--- config.mk ---
export PLATFORM = sky130hd
export DESIGN_NAME = mining_job_controller
export DESIGN_NICKNAME = d
export VERILOG_FILES = /design/src/rtl/mining_job_controller.sv
export SDC_FILE = /design/constraint.sdc
export NUM_CORES = 2
export LEC_CHECK = 0
export BUFFER_PORTS_ARGS = -buffer_cell sky130_fd_sc_hd__clkbuf_2
export CAP_MARGIN = 20
export CORE_AREA = 4 4 366 368
export DETAILED_ROUTE_END_ITERATION = 6
export DIE_AREA = 0 0 370 372
export PLACE_DENSITY = 0.54
export SLEW_MARGIN = 20
export SYNTH_ARGS = -nofsm -noshare
export SYNTH_HDL_FRONTEND = slang
export SYNTH_SLANG_ARGS = --single-unit
--- constraint.sdc ---
create_clock -name clk -period 4.1 [get_ports clk]
set_clock_uncertainty 0.05 [all_clocks]
set_input_delay 0.82 -clock clk [delete_from_list [all_inputs] [get_ports clk]]
set_output_delay 0.82 -clock clk [all_outputs]
set_load 0.03 [all_outputs]
--- src/rtl/mining_job_controller.sv ---
// mining_job_controller: assembles a 112-byte job from two USB data packets, walks the nonce through the hash core and holds the result.
// Define MINER_HASH_COUNT_EN to add a saturating hash_count output.
module mining_job_controller #(
    parameter int unsigned NONCE_STEP = 1,
    parameter int unsigned P1_BYTES   = 63,
    parameter int unsigned P2_BYTES   = 49
) (
    input  logic         clk,
    input  logic         rst,
    input  logic         rx_pkt_start,
    input  logic [3:0]   rx_pid,
    input  logic         rx_valid,
    input  logic [7:0]   rx_data,
    input  logic         rx_pkt_end,
    input  logic         rx_crc_ok,
    input  logic         hc_ready,
    output logic         hc_start,
    output logic [639:0] hc_header,
    input  logic         hc_done,
    input  logic [255:0] hc_hash,
    output logic         busy,
    output logic         result_valid,
    output logic [1:0]   result_status,
    output logic [31:0]  result_nonce,
    input  logic         result_ack
`ifdef MINER_HASH_COUNT_EN
    ,
    output logic [31:0]  hash_count
`endif
);
    typedef enum logic [2:0] {S_IDLE, S_CMD, S_RX1, S_WAIT2, S_RX2, S_ISSUE, S_WAITH, S_RES} state_t;
    localparam logic [3:0]  PID_DATA0  = 4'h3;
    localparam logic [3:0]  PID_DATA1  = 4'hB;
    localparam logic [7:0]  CMD_HASH   = 8'h01;
    localparam logic [31:0] LAST_NONCE = 32'hFFFF_FFFF - 32'(NONCE_STEP - 1);

    state_t       state_q;
    logic [895:0] buf_q;
    logic [6:0]   cnt_q, cnt_d;
    logic         cmd_q, hc_start_q, busy_q, res_valid_q;
    logic [1:0]   res_status_q, code_d;
    logic [31:0]  res_nonce_q, nonce, nonce_d;
    logic         byte_in, data0_start, mining, mcmd, hit, less, fin_d;
`ifdef MINER_HASH_COUNT_EN
    logic [31:0]  hash_count_q;
    assign hash_count = hash_count_q;
`endif

    assign nonce       = buf_q[287:256];
    assign byte_in     = rx_valid && !rx_pkt_end;
    assign data0_start = rx_pkt_start && rx_pid == PID_DATA0;
    assign mining      = state_q == S_ISSUE || state_q == S_WAITH;
    // a command byte arriving while mining preempts any hash result in the same cycle
    assign mcmd        = mining && cmd_q && byte_in;
    assign hit         = state_q == S_WAITH && hc_done && !mcmd;
    assign less        = hc_hash < buf_q[255:0];
    assign cnt_d       = cnt_q == 7'd127 ? cnt_q : cnt_q + 7'd1;
    assign nonce_d     = nonce + 32'(NONCE_STEP);
    assign code_d      = hit ? (less ? 2'b01 : 2'b10) : 2'b11;

    assign hc_start      = hc_start_q;
    assign hc_header     = buf_q[895:256];
    assign busy          = busy_q;
    assign result_valid  = res_valid_q;
    assign result_status = res_status_q;
    assign result_nonce  = res_nonce_q;

    always_comb begin
        fin_d = 1'b0;
        case (state_q)
            S_CMD:            fin_d = (byte_in && rx_data != CMD_HASH) || rx_pkt_end;
            S_RX1:            fin_d = rx_pkt_end && !(cnt_q == 7'(P1_BYTES) && rx_crc_ok);
            S_WAIT2:          fin_d = data0_start;
            S_RX2:            fin_d = rx_pkt_end && !(cnt_q == 7'(P2_BYTES) && rx_crc_ok);
            S_ISSUE, S_WAITH: fin_d = (mcmd && rx_data != CMD_HASH) || (hit && (less || nonce >= LAST_NONCE));
            default:          fin_d = 1'b0;
        endcase
    end

    always_ff @(posedge clk) begin
        if (rst) begin
            state_q      <= S_IDLE;
            buf_q        <= '0;
            cnt_q        <= '0;
            cmd_q        <= 1'b0;
            hc_start_q   <= 1'b0;
            busy_q       <= 1'b0;
            res_valid_q  <= 1'b0;
            res_status_q <= '0;
            res_nonce_q  <= '0;
`ifdef MINER_HASH_COUNT_EN
            hash_count_q <= '0;
`endif
        end else begin
            hc_start_q <= 1'b0;
            cmd_q      <= mining && (data0_start || (cmd_q && !byte_in && !rx_pkt_end));
`ifdef MINER_HASH_COUNT_EN
            if (hit && hash_count_q != 32'hFFFF_FFFF) hash_count_q <= hash_count_q + 32'd1;
`endif
            if (fin_d) begin
                state_q      <= S_RES;
                busy_q       <= 1'b0;
                res_valid_q  <= 1'b1;
                res_status_q <= code_d;
                res_nonce_q  <= nonce;
            end else begin
                case (state_q)
                    S_IDLE: if (data0_start) state_q <= S_CMD;
                    S_CMD: if (byte_in) begin
                        state_q <= S_RX1;
                        cnt_q   <= '0;
                    end
                    S_RX1, S_RX2: if (rx_pkt_end) begin
                        state_q <= state_q == S_RX1 ? S_WAIT2 : S_ISSUE;
                        busy_q  <= state_q == S_RX2;
`ifdef MINER_HASH_COUNT_EN
                        if (state_q == S_RX2) hash_count_q <= '0;
`endif
                    end else if (byte_in) begin
                        buf_q <= {buf_q[887:0], rx_data};
                        cnt_q <= cnt_d;
                    end
                    S_WAIT2: if (rx_pkt_start && rx_pid == PID_DATA1) begin
                        state_q <= S_RX2;
                        cnt_q   <= '0;
                    end
                    S_ISSUE, S_WAITH: if (mcmd) begin
                        state_q <= S_RX1;
                        cnt_q   <= '0;
                        busy_q  <= 1'b0;
                    end else if (state_q == S_ISSUE && hc_ready) begin
                        hc_start_q <= 1'b1;
                        state_q    <= S_WAITH;
                    end else if (hit) begin
                        buf_q[287:256] <= nonce_d;
                        state_q        <= S_ISSUE;
                    end
                    S_RES: if (data0_start || result_ack) begin
                        state_q      <= data0_start ? S_CMD : S_IDLE;
                        res_valid_q  <= 1'b0;
                        res_status_q <= '0;
                        res_nonce_q  <= '0;
                    end
                    default: state_q <= S_IDLE;
                endcase
            end
        end
    end
endmodule
==> summary.md <==
| Metric | Value |
|---|---|
| Worst EP required | `approximately 4.6 ns` |
| Post-synth EDFFs | `0` |
| CTS clk-pin slew, worst paths | `roughly 0.060 ns` |
| Placed standard-cell area | `~47000 um2` |
| Post-DR wirelength/cell | `between 15 and 20 um` |
| DRC viols | `0` |
| Core ar. | `approximately 130000 um2` |
| Final Cycle Share | `91.1%` |
| CTS Root Cell | `clkbuf_16` |
| H-tree levels | `3` |
| Vias in the first global route | `35500` |
| Final setup violation count | `0` |
| Initial core utilization | `34.1%` |
| Initial antenna violation count | `12` |
| Dominant synthesized flop cell | `dfxtp_1` |
| Final wirelength | `between 150 and 200 mm` |
| Avg Cell Area, Syn | `approximately 7.6 um2` |
| I/O pins | `~950` |
| PwrDens | `roughly 440 nW/um2` |
| FP Rows | `133` |
| Register bit total from synthesis | `between 900 and 1000` |
| Pin count of the biggest net entering global routing | `~180` |
| Synth Area in Adders | `between 7 and 8%` |
| Slew Limit Fails | `0` |
| Yosys warning total | `0` |
| Post-Syn Nets | `approximately 6400` |
| Max-capacitance violation count | `0` |
| Fin cells | `7894` |
| Clk buf depth | `3` |
| Die H | `372 um` |
| Die X | `about 370 um` |
| Netlist cell types | `69` |
| Cell count after placement | `between 7000 and 8000` |
| Pleak | `18.9 nW` |
| Worst min path class | `primary input to register` |
| Cell area after layout | `about 50000 um2` |
| CP arrival | `roughly 4.2 ns` |
| Kind of critical path | `register to register` |
| FF/Latch Area | `18900 um2` |
| GRT Overall Usage | `about a fifth` |
| VDD IR max | `between 0.3 and 0.4 mV` |
| Sequential share of the synthesized area | `around 42%` |
| I/O Buffers | `between 900 and 1000` |
| Synth Instances | `5851` |
| Total iterations of the first detailed-routing run | `5` |
| Worst-Skew Late Latency | `0.70 ns` |
| Postcts setup bufs | `0` |
| Final Hold Viols | `0` |
| Die area | `between 100000 and 150000 um2` |
| R2R Setup Slk | `around 0.36 ns` |
| Setup TNS | `0 ns` |
| Worst Tran Pin Value | `roughly 1.1 ns` |
| Via Count | `38200` |
| Largest family of logic cells by synthesized area | `simple AND/OR/NAND/NOR gates` |
| Gr ovfl total | `0` |
| Final Wtd Congestion | `a little over 0.9` |
| Worst-path fanout max | `14` |
| Fillers | `between 10000 and 15000` |
| Crit path time final | `between 3 and 4 ns` |
| Share of layout cells above drive strength 1 | `20.4%` |
| Status | `completed` |
| Crit. End Element | `register` |
| CTS buffer count | `104` |
| Area Overhead vs Synth | `12.8%` |
| Initial DRC count | `approximately 3200` |
| Post-synthesis compound-gate area fraction | `14.9%` |
| Worst hold slack | `roughly 0.32 ns` |
| Mux contribution to synthesized area | `0%` |
| Clock Sinks | `around 940` |
| Most frequent cells in the layout | `nand2_1, a21oi_1, clkbuf_2` |
| Fin nets | `6579` |
| Synthesized area | `~45000 um2` |
| Relative slew slack | `between 20% and 30%` |
| Async set-or-reset flop fraction in the synthesized netlist | `0%` |
| Footprint of the multi-input gates | `~19000 um2` |
| Fmax | `268 MHz` |
| First-pass GRT wire length | `roughly 220 mm` |
| Synth Area in Simple Gates | `between 15 and 20%` |
| Final ANT Viol Nets | `0` |
| Vias per cell | `4.83` |
| Startpoint type of the worst setup path | `register` |
| DP HPWL | `roughly 110 mm` |
| Most common cell after layout, fill and taps aside | `nand2_1` |
| Unrepaired setup endpoints after global routing | `false` |
| XOR/XNOR Fraction of Synth Area | `less than 1%` |
| TritonCTS clock tree | `yes` |
-- critical path, stage by stage (launching register included) --
cell	delay (ns)
dfxtp_1	0.45
inv_1	0.11
ha_1	0.30
nand4_1	0.10
buf_4	0.19
or2_2	0.29
o2111ai_1	0.56
a2111oi_2	0.13
o31ai_1	0.17
a21oi_2	0.08
buf_4	0.18
a211o_2	0.42
buf_12	0.19
a311oi_1	0.27
nor3_1	0.08
-- logic make-up after synthesis --
logic type / after synthesis
buf+inv: 1237
simple gates: 2171
flops: 944
fa+ha+maj: 258
xor+xnor: 7
compound gates: 1234
-- metal layers --
layer  routed length, um  track usage [%]  share of wire [%]
met3                9530             4.64                6.3
met5                  13                0             0.0086
met4                5320             6.93                3.5
met2               70500             33.9                 47
met1               65500             26.9                 43
-- cell type report --
cell class | instances | share of cell area (%)
sequential | 944 | 37.5
multi-input combinational | 3670 | 37.2
timing repair buffer | 1059 | 11.8
clock buffer | 159 | 6.28
tap | 1755 | 4.36
inverter | 265 | 1.98
clock inverter | 31 | 0.830
antenna | 11 | 0.0547
-- through the flow --
stage / total power, mW / setup WS, ns / utilization [%]
global placement: 12.4 / -0.762 / 35.7
global route: 22.9 / 0.0747 / 38.5
detailed placement: 12.4 / -0.846 / 35.7
floorplan: 11.3 / 0.612 / -
CTS: 22.3 / 0.0820 / 38.5
finish: 22.0 / 0.363 / 38.5
-- timing repair --
item | in CTS | in global routing
cloned | 0 | 0
hold buffers | 0 | 0
gates resized for setup | 2 | 2
setup endpoints to repair | 70 | 10
hold endpoints to repair | 0 | 0
-- sequential cells by signal, indices dropped and copies added (netlist names) --
name / flops
busy: 1
cnt_q: 7
buf_q: 896
result_valid: 1
hc_start: 1
result_status: 2
cmd_q: 1
result_nonce: 32
state_q: 3
-- final timing paths --
check,from,to,cells after the start
setup / recovery,buf_q[250],buf_q[264],14
hold / removal,rx_data[4],buf_q[4],3
setup reg to reg,buf_q[250],buf_q[264],14
hold reg to reg,buf_q[476],buf_q[484],2
-- power by group --
group,leakage [nW],total [mW],switching (mW),internal [mW]
sequential,7.60,9.31,0.0770,9.24
combinational,9.58,2.93,2.11,0.822
clock,1.76,9.76,3.95,5.80
-- Yosys cell counts, drive strengths merged, types with 14 or more instances --
library cell | instances | area, um2
nand4 | 56 | 350
nand3 | 66 | 330
nand2 | 1849 | 6940
buf | 652 | 4880
a21oi | 1028 | 5150
clkbuf | 320 | 1200
nor4 | 14 | 93.8
o21ai | 67 | 335
dfxtp | 944 | 18900
ha | 258 | 3230
nor2 | 78 | 293
and4 | 16 | 140
a21o | 18 | 135
nand2b | 27 | 169
nor3 | 27 | 135
inv | 265 | 995
(Power assumes the default switching activity.)
